<file path="config.mk">
export PLATFORM = sky130hd
export DESIGN_NAME = redmule_tcdm_splitter
export DESIGN_NICKNAME = d
export VERILOG_FILES = /design/src/rtl/redmule_pkg.sv /design/src/rtl/redmule_split_fifo.sv /design/src/rtl/redmule_tcdm_splitter.sv
export SDC_FILE = /design/constraint.sdc
export NUM_CORES = 2
export LEC_CHECK = 0
export ABC_AREA = 1
export CAP_MARGIN = 20
export CELL_PAD_IN_SITES_DETAIL_PLACEMENT = 0
export CELL_PAD_IN_SITES_GLOBAL_PLACEMENT = 2
export CORE_AREA = 3 3 623 625
export CTS_CLUSTER_DIAMETER = 40
export CTS_CLUSTER_SIZE = 20
export DETAILED_ROUTE_END_ITERATION = 6
export DIE_AREA = 0 0 626 628
export DONT_BUFFER_PORTS = 1
export GPL_TIMING_DRIVEN = 0
export PLACE_DENSITY_LB_ADDON = 0.1
export SYNTH_ARGS = -nofsm -noshare
export SYNTH_HDL_FRONTEND = slang
export SYNTH_SLANG_ARGS = --single-unit
</file>
<file path="constraint.sdc">
create_clock -name clk_i -period 6 [get_ports clk_i]
set_clock_uncertainty 0.05 [all_clocks]
set_input_delay 1.2 -clock clk_i [delete_from_list [all_inputs] [get_ports clk_i]]
set_output_delay 1.2 -clock clk_i [all_outputs]
set_load 0.01 [all_outputs]
</file>
<file path="src/rtl/redmule_pkg.sv">
// Shared sizing helpers for the RedMulE TCDM splitter and its response FIFOs.
package redmule_pkg;

  localparam int unsigned WORD_W = 32;

  function automatic int unsigned cnt_width(input int unsigned depth);
    return (depth < 1) ? 1 : $clog2(depth + 1);
  endfunction

  function automatic int unsigned slice_width(input int unsigned dw, input int unsigned mp);
    return dw / mp;
  endfunction

endpackage

</file>
<file path="src/rtl/redmule_split_fifo.sv">
// Per-port response FIFO; overflow_o pulses when a push finds no room and is dropped.
module redmule_split_fifo
  import redmule_pkg::*;
#(
  parameter int unsigned DW    = 32,
  parameter int unsigned DEPTH = 2
) (
  input  logic          clk_i,
  input  logic          rst_i,
  input  logic          push_i,
  input  logic [DW-1:0] data_i,
  input  logic          pop_i,
  output logic          empty_o,
  output logic [DW-1:0] head_o,
  output logic          overflow_o
);

  localparam int unsigned PW = (DEPTH > 1) ? $clog2(DEPTH) : 1;
  localparam int unsigned CW = cnt_width(DEPTH);

  logic [DW-1:0] mem [DEPTH];
  logic [PW-1:0] wr_ptr, rd_ptr;
  logic [CW-1:0] count;
  logic          full, do_pop, do_wr;

  function automatic logic [PW-1:0] ptr_inc(input logic [PW-1:0] p);
    return (p == PW'(DEPTH - 1)) ? '0 : p + PW'(1);
  endfunction

  assign full       = (count == CW'(DEPTH));
  assign empty_o    = (count == '0);
  assign do_pop     = pop_i & ~empty_o;
  // A push that meets a pop on an empty FIFO is consumed directly by the reader.
  assign do_wr      = push_i & ~(pop_i & empty_o) & (~full | do_pop);
  assign overflow_o = push_i & full & ~do_pop;
  assign head_o     = mem[rd_ptr];

  always_ff @(posedge clk_i) begin
    if (rst_i) begin
      wr_ptr <= '0;
      rd_ptr <= '0;
      count  <= '0;
    end else begin
      if (do_wr)  wr_ptr <= ptr_inc(wr_ptr);
      if (do_pop) rd_ptr <= ptr_inc(rd_ptr);
      count <= count + CW'(do_wr) - CW'(do_pop);
    end
  end

  always_ff @(posedge clk_i) begin
    if (do_wr) mem[wr_ptr] <= data_i;
  end

endmodule

</file>
<file path="src/rtl/redmule_tcdm_splitter.sv">
// Splits one wide TCDM request into MP narrow requests with skew-tolerant grants,
// and reassembles the narrow responses into one wide response.
module redmule_tcdm_splitter
  import redmule_pkg::*;
#(
  parameter int unsigned DW         = 288,
  parameter int unsigned MP         = 9,
  parameter int unsigned AW         = 32,
  parameter int unsigned RESP_DEPTH = 2
) (
  input  logic                   clk_i,
  input  logic                   rst_i,
  input  logic                   in_req_i,
  output logic                   in_gnt_o,
  input  logic [AW-1:0]          in_add_i,
  input  logic                   in_wen_i,
  input  logic [DW/8-1:0]        in_be_i,
  input  logic [DW-1:0]          in_data_i,
  output logic [DW-1:0]          in_r_data_o,
  output logic                   in_r_valid_o,
  output logic [MP-1:0]          out_req_o,
  input  logic [MP-1:0]          out_gnt_i,
  output logic [MP*AW-1:0]       out_add_o,
  output logic [MP-1:0]          out_wen_o,
  output logic [MP*DW/(MP*8)-1:0] out_be_o,
  output logic [MP*DW/MP-1:0]    out_data_o,
  input  logic [MP*DW/MP-1:0]    out_r_data_i,
  input  logic [MP-1:0]          out_r_valid_i,
  output logic                   busy_o,
  output logic                   err_o
);

  localparam int unsigned SW = slice_width(DW, MP);
  localparam int unsigned BW = SW / 8;
  localparam int unsigned CW = cnt_width(RESP_DEPTH);

  if (((DW % (MP * WORD_W)) != 0) || (RESP_DEPTH < 1)) begin : g_param_check
    $error("redmule_tcdm_splitter: DW must be a multiple of MP*32 and RESP_DEPTH >= 1");
  end

  logic [MP-1:0] gmask, hit, empty, ovf, avail;
  logic [CW-1:0] outstanding;
  logic          credit_ok, fire;
  logic [DW-1:0] resp_data;
  logic          r_valid_p1;
  logic [DW-1:0] r_data_p1;

  // Credit is checked only when a new wide request starts; a partially granted one must finish.
  assign credit_ok = (outstanding < CW'(RESP_DEPTH)) | (|gmask);
  assign out_req_o = {MP{in_req_i & credit_ok}} & ~gmask;
  assign hit       = out_req_o & out_gnt_i;
  assign in_gnt_o  = in_req_i & (&(gmask | hit));
  assign busy_o    = (outstanding != '0) | (|gmask);

  assign avail = ~empty | out_r_valid_i;
  assign fire  = &avail;

  for (genvar ii = 0; ii < MP; ii++) begin : g_port
    logic [SW-1:0] head;

    assign out_add_o[ii*AW +: AW]  = in_add_i + AW'(ii * BW);
    assign out_wen_o[ii]           = in_wen_i;
    assign out_be_o[ii*BW +: BW]   = in_be_i[ii*BW +: BW];
    assign out_data_o[ii*SW +: SW] = in_data_i[ii*SW +: SW];
    assign resp_data[ii*SW +: SW]  = empty[ii] ? out_r_data_i[ii*SW +: SW] : head;

    redmule_split_fifo #(
      .DW    (SW),
      .DEPTH (RESP_DEPTH)
    ) i_fifo (
      .clk_i      (clk_i),
      .rst_i      (rst_i),
      .push_i     (out_r_valid_i[ii]),
      .data_i     (out_r_data_i[ii*SW +: SW]),
      .pop_i      (fire),
      .empty_o    (empty[ii]),
      .head_o     (head),
      .overflow_o (ovf[ii])
    );
  end

  always_ff @(posedge clk_i) begin
    if (rst_i) begin
      gmask       <= '0;
      outstanding <= '0;
      err_o       <= 1'b0;
    end else begin
      gmask <= in_gnt_o ? '0 : (gmask | hit);
      if (|ovf) err_o <= 1'b1;
      case ({in_gnt_o, r_valid_p1})
        2'b10:   outstanding <= outstanding + CW'(1);
        2'b01:   if (outstanding != '0) outstanding <= outstanding - CW'(1);
        default: outstanding <= outstanding;
      endcase
    end
  end

  // Stage p1: registered wide response
  always_ff @(posedge clk_i) begin
    if (rst_i) begin
      r_valid_p1 <= 1'b0;
      r_data_p1  <= '0;
    end else begin
      r_valid_p1 <= fire;
      if (fire) r_data_p1 <= resp_data;
    end
  end

  assign in_r_valid_o = r_valid_p1;
  assign in_r_data_o  = r_data_p1;

endmodule
</file>
Word level (Yosys, flattened, before mapping)
Memory sizes are Yosys's and may differ from the RTL's. A register that Yosys moved wholly into a read port is not among the register bits.
Cells that the tools add are included.
Word-level totals
  memories kept: 9
  bits in writable memories: 576
  memory bits (read-only): 0
  latch bits: 0
  input port bits: 666
  output and inout bits: 922
  logic and storage cells: 291
  register bits after elaboration: 337
Memories
  g_port[0].i_fifo.mem: words 2, width 32, read ports 1, clocked after memory_dff 1, write ports 1, line redmule_split_fifo.sv:21  | logic [DW-1:0] mem [DEPTH];
  g_port[1].i_fifo.mem: words 2, width 32, read ports 1, clocked after memory_dff 1, write ports 1, line redmule_split_fifo.sv:21
  g_port[2].i_fifo.mem: words 2, width 32, read ports 1, clocked after memory_dff 1, write ports 1, line redmule_split_fifo.sv:21
  g_port[3].i_fifo.mem: words 2, width 32, read ports 1, clocked after memory_dff 1, write ports 1, line redmule_split_fifo.sv:21
  g_port[4].i_fifo.mem: words 2, width 32, read ports 1, clocked after memory_dff 1, write ports 1, line redmule_split_fifo.sv:21
  g_port[5].i_fifo.mem: words 2, width 32, read ports 1, clocked after memory_dff 1, write ports 1, line redmule_split_fifo.sv:21
  3 more memories
Cells by class
  mux-type cells: 65
  $add $sub $neg: 46
  shift operators: 0
  equality and inequality tests: 12
  reduce and logical (&&, ||, !) cells: 17
  magnitude comparators: 1
  bitwise operators: 109
  divide/modulo/power cells: 0
  $mul: 0
Operators by type and width (count)
  $mux 32: 9
  $add 32x5->32 const B: 4
  $add 32x4->32 const B: 2
  $and 1x1->1: 56
  $mux 1: 54
  $not 1->1: 36
  $add 32x3->32 const B: 1
  $add 32x6->32 const B: 1
  $eq 2x2->1 const B: 10
  $add 1x1->1 const B: 18
  $add 2x1->2: 9
  $and 9x9->9: 2
  $logic_not 2->1: 9
  $not 9->9: 2
  $or 9x9->9: 2
  $reduce_and 9->1: 2
  $reduce_or 9->1: 2
  $sub 2x1->2: 9
  $or 1x1->1: 11
  $pmux 2 s2: 1
  $reduce_bool 2->1: 2
  $add 2x1->2 const B: 1
  $eq 2x1->1 const B: 1
  $lt 2x2->1 const B: 1
  other kinds (5): 5

Depth between registers and ports, before layout
  depth after elaboration: 11
  mapped depth: 15
  depth with buffers taken out: 14

Modules after synthesis
A second synthesis with hierarchy kept.
Unflattened totals
  cell total of the unflattened synthesis: 3936
  area, all modules: 44430.1 µm²
Modules (own cells, without submodules)
  redmule_split_fifo: times used 9, area an instance 2755.1 µm², cells an instance 137, seq. area each 2021.9 µm²
  redmule_tcdm_splitter: times used 1, area an instance 19633.8 µm², cells an instance 2703, seq. area each 6025.8 µm²

Worst setup path after synthesis
OpenSTA, ideal clock, no wires.
  path kind: input to output
  start: in in_add_i[2]
  end: out out_add_o[252]
  path buffers: 1
  required time: 4.750 ns
  path slack: 2.062 ns
  cell stages on the path: 10
  arrival time: 2.688 ns
  path through: clkbuf_1 -> inv_1 -> ha_1 -> inv_1 -> a21oi_1 -> inv_1 -> nand2_1 -> nor2_1 -> nand2_1 -> xor2_1
On the way
  longest elaborated chain between the ends: 1
RTL lines
  start, declared: line redmule_tcdm_splitter.sv:15  | input logic [AW-1:0] in_add_i,
  $add 32x5->32: line redmule_tcdm_splitter.sv:61  | assign out_add_o[ii*AW +: AW] = in_add_i + AW'(ii * BW);
  end, declared: line redmule_tcdm_splitter.sv:23  | output logic [MP*AW-1:0] out_add_o,
Every way passes these cells.

Final worst setup path
  start: in in_add_i[3]
  end: out out_add_o[252]
The elaborated chain is that of the path after synthesis.

==> impl_metrics.tcl <==
set metrics [dict create \
    slew_viol_final 0 \
    status "complete, no violations" \
    hold_viol_final 0 \
    endpoint_kind "primary output" \
    first_pass_iters 5 \
    cts_tree "yes" \
    rsz0062_at_grt "false" \
    multiInputGateArea_um2 12950 \
    cp-start-kind "primary input" \
    cts_post_setup_buffers_inserted 0 \
    dp_hpwl_mm 213.8 \
    grt_pass1_vias 33480 \
    critPathArrivalTime_ns 4.31 \
    cap_violations 0 \
    final_common_cell "nand2_1" \
    core_um2 382600 \
    critPathMaxStageDelay_ns 0.68 \
    tightest_slew_ns 1.028 \
    irDropWorstVdd_mv 0.1950 \
    grtUsageTotal 0.1319 \
    start_util 0.1091 \
    wl_mm 270.6 \
    ys_seq_area_frac 0.5804 \
    ys_warn_count 0 \
    vias_per_cell 3.288 \
    die_x_um 626 \
    tns_ns 0 \
    finalSetupViolCount 0 \
    synth_largest_area_cell "edfxtp_1" \
    critPathBufInv 3 \
    h-tree-depth 5 \
    cts.sinks 922 \
    worst_path_max_delay_cell "a21oi_1" \
    critical_path_class "primary input to primary output" \
    grt-ovfl-total 0 \
    clk_pin_slew_ns 0.05 \
    io_pins 1588 \
    synthArstFlopShare 0 \
    finalNetCount 5218 \
    cpMostUsedCell "inv_1" \
    path_cells "inv_1 -> ha_1 -> inv_1 -> a21oi_1 -> inv_1 -> nand2_1 -> nor2_1 -> nand2_1 -> xor2_1" \
    ys_types 41 \
    num_rows 227 \
    cts_resized 0 \
    holdWs_ns 0.3752 \
    max_freq_mhz 179.7 \
    vias 32290 \
    post_synth.cell_area_avg_um2 9.900 \
    synth_flop_cell "edfxtp_1" \
    synth-edff-count 576 \
    synthCells 4216 \
    wl_per_cell_um 27.56 \
    crit_family "buffers and inverters" \
    path_max_fanout 11 \
    drt_iter0_drc 1408 \
    relSlewSlack 0.3126 \
    drc 0 \
    cts_max_path_buffers 4 \
    area_growth_pct 39.17 \
    cp.required_ns 4.75 \
    synth_top_area_share 0.4144 \
    io_buffers 0 \
    p_leak_nw 21.03 \
    powerDensity_nw_per_um2 435.0 \
    dieArea_um2 393100 \
    period_needed_ns 5.564 \
    layout-drive-gt1-share 0.2255 \
    fillerInstances 42780 \
    syn-cell-area_um2 41740 \
    numCtsBuffers 278 \
    clk_latency_ns 0.84 \
    antenna_found_initial 49 \
    grt_max_degree 24 \
    syn_nets 4910 \
    min_path_type "primary input to flop" \
    final_cell_mix "790 x nand2_1, 576 x edfxtp_1, 497 x o21ai_0" \
    cts_root_buf "clkbuf_16" \
    yosys_register_bits 922 \
    seqCellArea_um2 24220 \
    final.period_utilization 0.9274 \
    antenna_left 0 \
    grt_pass1_wl_mm 348.4 \
    routabilityCongestion 0.8762 \
    die_height_um 628 \
    synth_area_leaders "edfxtp_1 41%, dfxtp_1 17%, buf_4 7.5%" \
    ctsHoldBuffers 0 \
]
[worst paths after layout]
check | from | end | slack (ns) | cells past startpoint
hold / removal | out_r_data_i[198] | g_port[6].i_fifo.mem[0][6]$_DFFE_PP_ | 0.38 | 0
setup reg to reg | g_port[3].i_fifo.count[1]$_SDFF_PP0_ | g_port[6].i_fifo.mem[1][10]$_DFFE_PP_ | 2.54 | 11
hold reg to reg | g_port[5].i_fifo.rd_ptr$_SDFFE_PP0P_ | flop | 0.39 | 1
setup / recovery | in_add_i[3] | out_add_o[252] | 0.44 | 9
[sequential cells by signal, indices dropped and copies added, names as in the netlist, named ones only]
| register | cells |
|---|---|
| g_port.i_fifo.mem | 576 |
| in_r_data_o | 288 |
| g_port.i_fifo.count | 18 |
| g_port.i_fifo.rd_ptr | 9 |
| g_port.i_fifo.wr_ptr | 9 |
| gmask | 9 |
| outstanding | 2 |
| err_o | 1 |
| in_r_valid_o | 1 |
[synth_stat cells, drive strengths merged (7+ instances only)]
cell type	instances
a21oi	232
a31oi	8
dfxtp	346
nand4	8
or2	8
ha	28
a211oi	97
inv	163
o21ai	530
nand2	806
edfxtp	576
clkbuf	148
nor3	18
nand3	305
buf	493
nor2	248
o211ai	7
xor2	179
[area by class of cell]
class                           count  share of cell area
Multi-Input combinational cell   2488              0.2229
Timing Repair Buffer               28            0.008940
Tap cell                         5038              0.1085
Clock buffer                      388              0.1351
Buffer                            641             0.07027
Sequential cell                   922              0.4170
Antenna cell                       31            0.001336
Inverter                          165             0.01066
Clock inverter                    118             0.02522
[logic make-up after synthesis]
| group | synth area share |
|---|---|
| XOR/XNOR | 0.03894 |
| flip-flops | 0.5804 |
| buffers and inverters | 0.1125 |
| AO/OA/AOI/OAI | 0.1158 |
| AND/OR/NAND/NOR | 0.1440 |
| adder cells (fa/ha/maj) | 0.008394 |
[power breakdown]
part | leakage [nW] | total (W) | switching (W) | internal [W]
sequential | 8.19 | 0.00768 | 0.000338 | 0.00734
combinational | 8.30 | 0.00298 | 0.00219 | 0.000782
clock | 4.55 | 0.0146 | 0.00454 | 0.0101
total | 21.0 | 0.0253 | 0.00708 | 0.0182
[routing by layer]
layer	vias up	routed length [um]	part of all wire	track usage
met5	-	83	0.00031	0
met2	1222	142200	0.53	0.2445
li1	14860	-	-	-
met1	15880	98440	0.36	0.1384
met3	314	23360	0.086	0.04866
met4	12	6525	0.024	0.03451
[metrics by stage]
stage               utilization  setup slack, ns  area (um^2)  total power (W)  std cells
floorplan                     -            2.062        41740         0.009355       4216
CTS                      0.1516           0.3338        58010          0.02604       9788
global placement         0.1256          -0.7251        48040          0.01095       9254
detailed placement       0.1273           0.3355        48690          0.01099       9282
global route             0.1517           0.2663        58030          0.02656       9799
finish                   0.1518           0.4359        58080          0.02527       9819
Note: power is estimated with default switching activity, not from simulation.
